`src/rtl/div_pkg.sv`:
```
// Shared types and helpers for the iterative divider.
package div_pkg;

  typedef enum logic [1:0] {
    IDLE = 2'd0,
    CALC = 2'd1,
    FIX  = 2'd2,
    DONE = 2'd3
  } state_t;

  // Widest operand the magnitude helper handles.
  localparam int MAG_MAX_W = 64;

  // Bits needed to count from n-1 down to 0 (at least 1).
  function automatic int clog2(input int n);
    int r;
    r = 0;
    for (int v = n - 1; v > 0; v = v >> 1) r++;
    return (r < 1) ? 1 : r;
  endfunction

  // Two's-complement magnitude when neg is set; callers truncate to their width.
  function automatic logic [MAG_MAX_W-1:0] magnitude(input logic [MAG_MAX_W-1:0] v,
                                                     input logic neg);
    return neg ? (~v + 64'd1) : v;
  endfunction

endpackage

```
`src/rtl/div_step.sv`:
```
// One restoring-division step: shift in a dividend bit, trial-subtract the divisor.
module div_step #(
  parameter int DATA_W = 32
) (
  input  logic [DATA_W-1:0] rem_in,
  input  logic [DATA_W-1:0] divisor,
  input  logic              bit_in,
  output logic [DATA_W-1:0] rem_out,
  output logic              q_bit
);

  logic [DATA_W:0] partial;
  logic [DATA_W:0] trial;

  // rem_in < divisor always holds, so the DATA_W+1 bit difference MSB is a valid sign.
  always_comb begin
    partial = {rem_in, bit_in};
    trial   = partial - {1'b0, divisor};
    q_bit   = ~trial[DATA_W];
    rem_out = q_bit ? trial[DATA_W-1:0] : partial[DATA_W-1:0];
  end

endmodule

```
`src/rtl/div_iter.sv`:
```
// Multi-cycle signed/unsigned restoring divider behind a valid/ready handshake.
// One quotient bit per cycle; fixed latency of DATA_W+1 cycles from accept to out_valid.
// Operand width is limited to div_pkg::MAG_MAX_W bits by the magnitude helper.
module div_iter
  import div_pkg::*;
#(
  parameter int DATA_W = 32
) (
  input  logic              clk,
  input  logic              rst_n,
  input  logic              in_valid,
  output logic              in_ready,
  input  logic              in_signed,
  input  logic [DATA_W-1:0] dividend,
  input  logic [DATA_W-1:0] divisor,
  output logic              out_valid,
  input  logic              out_ready,
  output logic [DATA_W-1:0] quotient,
  output logic [DATA_W-1:0] remainder,
  output logic              div_zero,
  output logic              overflow
);

  localparam int                CNT_W    = clog2(DATA_W);
  localparam logic [CNT_W-1:0]  CNT_LOAD = CNT_W'(DATA_W - 1);
  localparam logic [DATA_W-1:0] MOST_NEG = {1'b1, {(DATA_W-1){1'b0}}};

  state_t state, state_nxt;
  logic   accept, step_en, fix_en;

  logic [CNT_W-1:0]  cnt;
  logic [DATA_W-1:0] dvd_sh;    // dividend bits shift out the top, quotient bits shift in below
  logic [DATA_W-1:0] rem;
  logic [DATA_W-1:0] dsr_mag;
  logic [DATA_W-1:0] dvd_orig;
  logic              sign_q, sign_r, zero_q, ovf_q;

  logic [DATA_W-1:0] dvd_mag, dsr_mag_in;
  logic [DATA_W-1:0] rem_nxt;
  logic              q_bit;

  // Operand magnitudes are only taken in signed mode.
  always_comb begin
    dvd_mag    = DATA_W'(magnitude(MAG_MAX_W'(dividend), in_signed & dividend[DATA_W-1]));
    dsr_mag_in = DATA_W'(magnitude(MAG_MAX_W'(divisor),  in_signed & divisor[DATA_W-1]));
  end

  div_step #(.DATA_W(DATA_W)) u_step (
    .rem_in  (rem),
    .divisor (dsr_mag),
    .bit_in  (dvd_sh[DATA_W-1]),
    .rem_out (rem_nxt),
    .q_bit   (q_bit)
  );

  // State register.
  always_ff @(posedge clk or negedge rst_n) begin
    if (!rst_n) state <= IDLE;
    else        state <= state_nxt;
  end

  // Next-state decode and handshake/control strobes.
  always_comb begin
    state_nxt = state;
    in_ready  = 1'b0;
    out_valid = 1'b0;
    accept    = 1'b0;
    step_en   = 1'b0;
    fix_en    = 1'b0;
    case (state)
      IDLE: begin
        in_ready = 1'b1;
        if (in_valid) begin
          accept    = 1'b1;
          state_nxt = CALC;
        end
      end
      CALC: begin
        step_en = 1'b1;
        if (cnt == '0) state_nxt = FIX;
      end
      FIX: begin
        fix_en    = 1'b1;
        state_nxt = DONE;
      end
      DONE: begin
        out_valid = 1'b1;
        if (out_ready) state_nxt = IDLE;
      end
      default: state_nxt = IDLE;
    endcase
  end

  // Operand capture on accept, then one restoring step per CALC cycle.
  always_ff @(posedge clk or negedge rst_n) begin
    if (!rst_n) begin
      cnt      <= '0;
      dvd_sh   <= '0;
      rem      <= '0;
      dsr_mag  <= '0;
      dvd_orig <= '0;
      sign_q   <= 1'b0;
      sign_r   <= 1'b0;
      zero_q   <= 1'b0;
      ovf_q    <= 1'b0;
    end else if (accept) begin
      cnt      <= CNT_LOAD;
      dvd_sh   <= dvd_mag;
      rem      <= '0;
      dsr_mag  <= dsr_mag_in;
      dvd_orig <= dividend;
      sign_q   <= in_signed & (dividend[DATA_W-1] ^ divisor[DATA_W-1]);
      sign_r   <= in_signed & dividend[DATA_W-1];
      zero_q   <= (divisor == '0);
      ovf_q    <= in_signed & (dividend == MOST_NEG) & (divisor == '1);
    end else if (step_en) begin
      cnt    <= cnt - CNT_W'(1);
      rem    <= rem_nxt;
      dvd_sh <= {dvd_sh[DATA_W-2:0], q_bit};
    end
  end

  // Sign correction and zero-divisor override; results then hold through DONE.
  // Most-negative / -1 already yields quotient MOST_NEG, remainder 0, so only the flag is added.
  always_ff @(posedge clk or negedge rst_n) begin
    if (!rst_n) begin
      quotient  <= '0;
      remainder <= '0;
      div_zero  <= 1'b0;
      overflow  <= 1'b0;
    end else if (fix_en) begin
      quotient  <= zero_q ? '1       : (sign_q ? -dvd_sh : dvd_sh);
      remainder <= zero_q ? dvd_orig : (sign_r ? -rem    : rem);
      div_zero  <= zero_q;
      overflow  <= ovf_q;
    end
  end

endmodule

```
`config.mk`:
```
export PLATFORM = sky130hd
export DESIGN_NAME = div_iter
export DESIGN_NICKNAME = d
export VERILOG_FILES = /design/src/rtl/div_pkg.sv /design/src/rtl/div_step.sv /design/src/rtl/div_iter.sv
export SDC_FILE = /design/constraint.sdc
export NUM_CORES = 1
export LEC_CHECK = 0
export ABC_AREA = 1
export BUFFER_PORTS_ARGS = -buffer_cell sky130_fd_sc_hd__buf_2
export CAP_MARGIN = 20
export CORE_ASPECT_RATIO = 1.4
export CORE_MARGIN = 1
export CORE_UTILIZATION = 55
export CTS_CLUSTER_DIAMETER = 50
export DETAILED_ROUTE_END_ITERATION = 8
export PLACE_DENSITY = 0.83
export SYNTH_ARGS = -nofsm -noshare
export SYNTH_HDL_FRONTEND = slang
export SYNTH_SLANG_ARGS = --single-unit
```
`constraint.sdc`:
```
create_clock -name clk -period 2.9 [get_ports clk]
set_input_delay 0.58 -clock clk [delete_from_list [all_inputs] [get_ports clk]]
set_output_delay 0.58 -clock clk [all_outputs]
set_load 0.02 [all_outputs]
```
==> impl_summary.txt <==
----------------------------------------------------
[Status]
  Result of the run ... complete, no violations

[Finish]
  Final nets ... 2,495
  Layout cell share with drive strength beyond 1 ... 11.42%
  Area added between synthesis and finish ... 13.25%
  Number of antenna cells inserted ... 0
  Filler-free cell count of the finished design ... 2,759
  Util after Layout ... 63.80%

[GRT]
  Aggregate global-route resource usage ... 37.34%
  Largest net degree at the start of global routing ... 104
  Number of global-route vias before repair ... 15,210
  Global-route wire length before repair ... 79,650 um
  Number of antenna violations at the first check in global routing ... 0
  Overall overflow remaining after global route ... 0

[Synth]
  Number of warnings issued by yosys ... 0
  Cell count after synthesis ... 2,263
  Post-synthesis xor/xnor area fraction ... 1.828%
  Post-synth EDFFs ... 0
  Async SR Flop Fraction ... 100.0%
  Post-synthesis mux area share ... 0%
  Predominant post-synthesis flop cell ... dfrtp_1
  Post-synthesis instance area ... 14,850 sq um
  Sequential cell area fraction in the yosys report ... 34.54%
  Share of the synthesized area in compound gates (AO/OA/AOI/OAI) ... 12.40%
  Mean area per synthesized cell ... 6.563 sq um
  Simple-gate area share of the yosys netlist ... 36.60%
  Largest family of logic cells by synthesized area ... simple AND/OR/NAND/NOR gates
  Post-synthesis sequential element count ... 205
  Syn_nets ... 2,376
  Cell variety after synth ... 56
  Post-synthesis share of cell area spent on full adders, half adders and majority gates ... 3.757%

[STA]
  Aggregate negative setup slack ... 0 ns
  Setup repair after global routing missed its margin ... no
  Total count of max-transition violations in the final report ... 0
  Relative max-transition margin ... 47.60%
  Fin Clk Skew ... 0.01180 ns
  Post-route clock period utilization ... 89.28%
  Number of setup violations in the final report ... 0
  Slew at the pin with the worst max-slew slack ... 0.7852 ns
  Final critical path time including I/O delays and setup ... 2.589 ns
  Final Hold Viols ... 0
  Max Clock Freq ... 386.2 MHz

[Floorplan]
  Height of the chip ... 196.4 um
  Die ar. ... 27,670 sq um
  Die Wd ... 140.9 um
  Area of the core ... 26,360 sq um
  Count of standard-cell rows ... 70
  Top Ports ... 137
  Initial core utilization ... 56.34%

[Worst setup path]
  Startpoint type of the worst setup path ... flop
  Most frequent cell on the critical path ... nand2_1
  Critical path class ... reg2reg
  Kind of end point of the critical path ... flop
  R2r setup slk ... 0.31 ns
  Required @ worst endpoint ... 3.33 ns
  Crit-path max cell delay ... 0.40 ns
  CP cell instances ... inv_1 > ha_1 > fa_1 > inv_1 > nand2_1 > nand2_1 > nand3_1 > nand2_2 > nand2_2 > nand2_4 > nand2_4 > nand2_4 > nand2_1 > nand3_1 > nand2_1 > nand2_1 > nand2_1
  Data arrival time at the worst-slack endpoint ... 3.01 ns
  Cell type of the slowest stage on the worst timing path ... fa_1
  Largest fanout on the critical path ... 7

[Power]
  Portion of total power attributed to the clock network ... 15.2%
  Switching part of the total ... 52.17%
  Worst VDD drop ... 0.7770 mV
  Cell-internal power ... 9.943 mW
  Lkg Pwr ... 8.679 nW
  Sequential Power Share ... 25.6%
  Gate power share ... 59.1%
  Power Dens Cells ... 1236 nW/um^2
  Tot Pwr ... 20.79 mW
  Net Switching ... 10.84 mW

[Clock network]
  Post-CTS repair timing setup buffer count ... 0
  Total clock buffers created by CTS ... 24
  CTS Buffer Depth ... 3
  Quantity of hold-fixing buffers added after cts ... 0
  Total clock sinks ... 205
  Clock transition time at the flip-flop clock pins of the worst setup and hold paths ... 0.06 ns
  Clock Tree Root ... clkbuf_16
  Clock latency reported for the late side of the worst-skew pair ... 0.53 ns
  Htree depth ... 1
  Number of gates resized after CTS ... 0
  Clock tree from TritonCTS ... built

[Routing]
  Number of optimization iterations in the first detailed-route pass ... 6
  Routed Wire Length ... 50,890 um
  Detailed-route vias per instance ... 5.708
  Total via count after detailed routing ... 15,750
  Detailed router's first-iteration violation count ... 1,130
  DRC Markers ... 0
  Count of antenna-violating nets left after detailed routing ... 0
  Avg WL per Cell ... 18.44 um

[Placed design]
  Final HPWL from detailed placement ... 39,640 um
  RD Place Congestion ... 1.037
  Buffers added on ports ... 136
  Placed Instances ... 2,716

[Min path]
  HP Class ... in2async

[Job]
  MaxCap Viol Count ... 0

----------------------------------------------------
cells in the mapped netlist, types with 4 or more instances:
cell type | n | area [sq um]
nor2_1 | 213 | 799.5
a22oi_1 | 5 | 37.54
inv_2 | 6 | 22.52
clkbuf_1 | 56 | 210.2
o21a_1 | 4 | 30.03
buf_1 | 5 | 18.77
nor3_1 | 36 | 180.2
o22ai_1 | 15 | 93.84
nand4_1 | 35 | 219.0
buf_2 | 6 | 30.03
or2_2 | 6 | 37.54
a31oi_1 | 21 | 131.4
a21oi_1 | 70 | 350.3
buf_4 | 4 | 30.03
xor2_1 | 16 | 140.1
nand2_1 | 627 | 2354
o221ai_1 | 6 | 52.55
o31ai_1 | 7 | 52.55
nand2_2 | 21 | 131.4
o211ai_1 | 23 | 172.7
ha_1 | 43 | 538.0
o21ai_0 | 132 | 660.6
nand3b_1 | 8 | 60.06
o21bai_1 | 11 | 82.58
inv_1 | 335 | 1257
dfrtp_1 | 205 | 5130
nand3_1 | 272 | 1361
xnor2_1 | 15 | 131.4
nor2_2 | 11 | 68.82
a32oi_1 | 4 | 35.03
nor4_1 | 9 | 56.30
a21oi_2 | 5 | 43.79
routing by layer:
layer	global-route usage [%]	wire length [um]	share of wire, %
met1	41.20	18430	36
met4	30.56	4490	8.8
met3	3.644	3123	6.1
met2	65.30	24840	49
met5	0	0	0
critical path, delay by kind of cell (launching register included):
family	cells	cell delay, ns
flip-flops	1	0.36
adder cells (fa/ha/maj)	2	0.62
AND/OR/NAND/NOR	13	1.29
buffers and inverters	2	0.19
sequential cells by signal (all words and copies together) (netlist names):
name,cells
ovf_q,1
rem,32
zero_q,1
sign_q,1
cnt,5
state,2
sign_r,1
dvd_orig,32
quotient,32
dsr_mag,32
dvd_sh,32
overflow,1
remainder,32
div_zero,1
power by group through the flow:
| stage | Sequential (mW) | Clock [mW] | Combinational [mW] |
|---|---|---|---|
| after global placement | 5.26 | 0 | 11.8 |
| final | 5.33 | 3.17 | 12.3 |
| after CTS | 5.27 | 3.18 | 12.2 |
| after global routing | 5.44 | 3.27 | 13.6 |
| after floorplan | 5.41 | 0 | 8.39 |
| after detailed placement | 5.30 | 0 | 12.0 |
kinds of logic after synthesis:
kind of cell             Yosys count
AND/OR/NAND/NOR                 1253
buffers and inverters            417
AO/OA/AOI/OAI                    313
flip-flops                       205
adder cells (fa/ha/maj)           44
XOR/XNOR                          31
path summary, 6_finish.rpt:
path                                         from  cells after the start                       to
max                        dvd_sh[31]$_DFFE_PN0P_                     17      rem[30]$_DFFE_PN0P_
min                                         rst_n                      1  quotient[4]$_DFFE_PN0P_
max reg2reg                dvd_sh[31]$_DFFE_PN0P_                     17      rem[30]$_DFFE_PN0P_
min reg2reg                  overflow$_DFFE_PN0P_                      2     overflow$_DFFE_PN0P_
max in group asynchronous                   rst_n                      2  dsr_mag[17]$_DFFE_PN0P_
min in group clk                      dividend[9]                      3  dvd_orig[9]$_DFFE_PN0P_
cell type report:
cell class                 count  area (sq um)
clock buffer                  29         670.6
sequential                   205          5130
fill                        2479          9543
tap                          360         450.4
clock inverter                14         161.4
inverter                     344          1291
multi-input combinational   1641          8127
timing repair buffer         166         989.7
through the flow:
step	hold WS, ns	setup WS [ns]	instance area [sq um]
floorplan	0.2844	0.7241	14850
detailed placement	0.4617	0.3549	15990
global route	0.09016	0.09175	16820
CTS	0.06359	0.3271	16820
global placement	0.4565	0.4438	15990
finish	0.03826	0.3110	16820
cell usage in the layout (no fill, tap or decap), types with 4 or more instances in the layout:
cell        instances
a21oi_1            70
a21oi_2             5
a22oi_1             5
a31oi_1            21
a32oi_1             4
buf_12              6
buf_2             135
buf_4              24
clkbuf_16          25
clkbuf_8            4
clkinvlp_4          5
dfrtp_1           205
ha_1               42
inv_1             335
inv_2               6
nand2_1           626
nand2_2            22
nand3_1           272
nand3b_1            8
nand4_1            35
nor2_1            211
nor2_2             11
nor3_1             36
nor4_1              9
o211ai_1           23
o21a_1              4
o21ai_0           132
o21bai_1           11
o221ai_1            6
o22ai_1            15
o31ai_1             7
or2_2               6
xnor2_1            15
xor2_1             16
No activity file was read; power rests on OpenSTA's default activity.
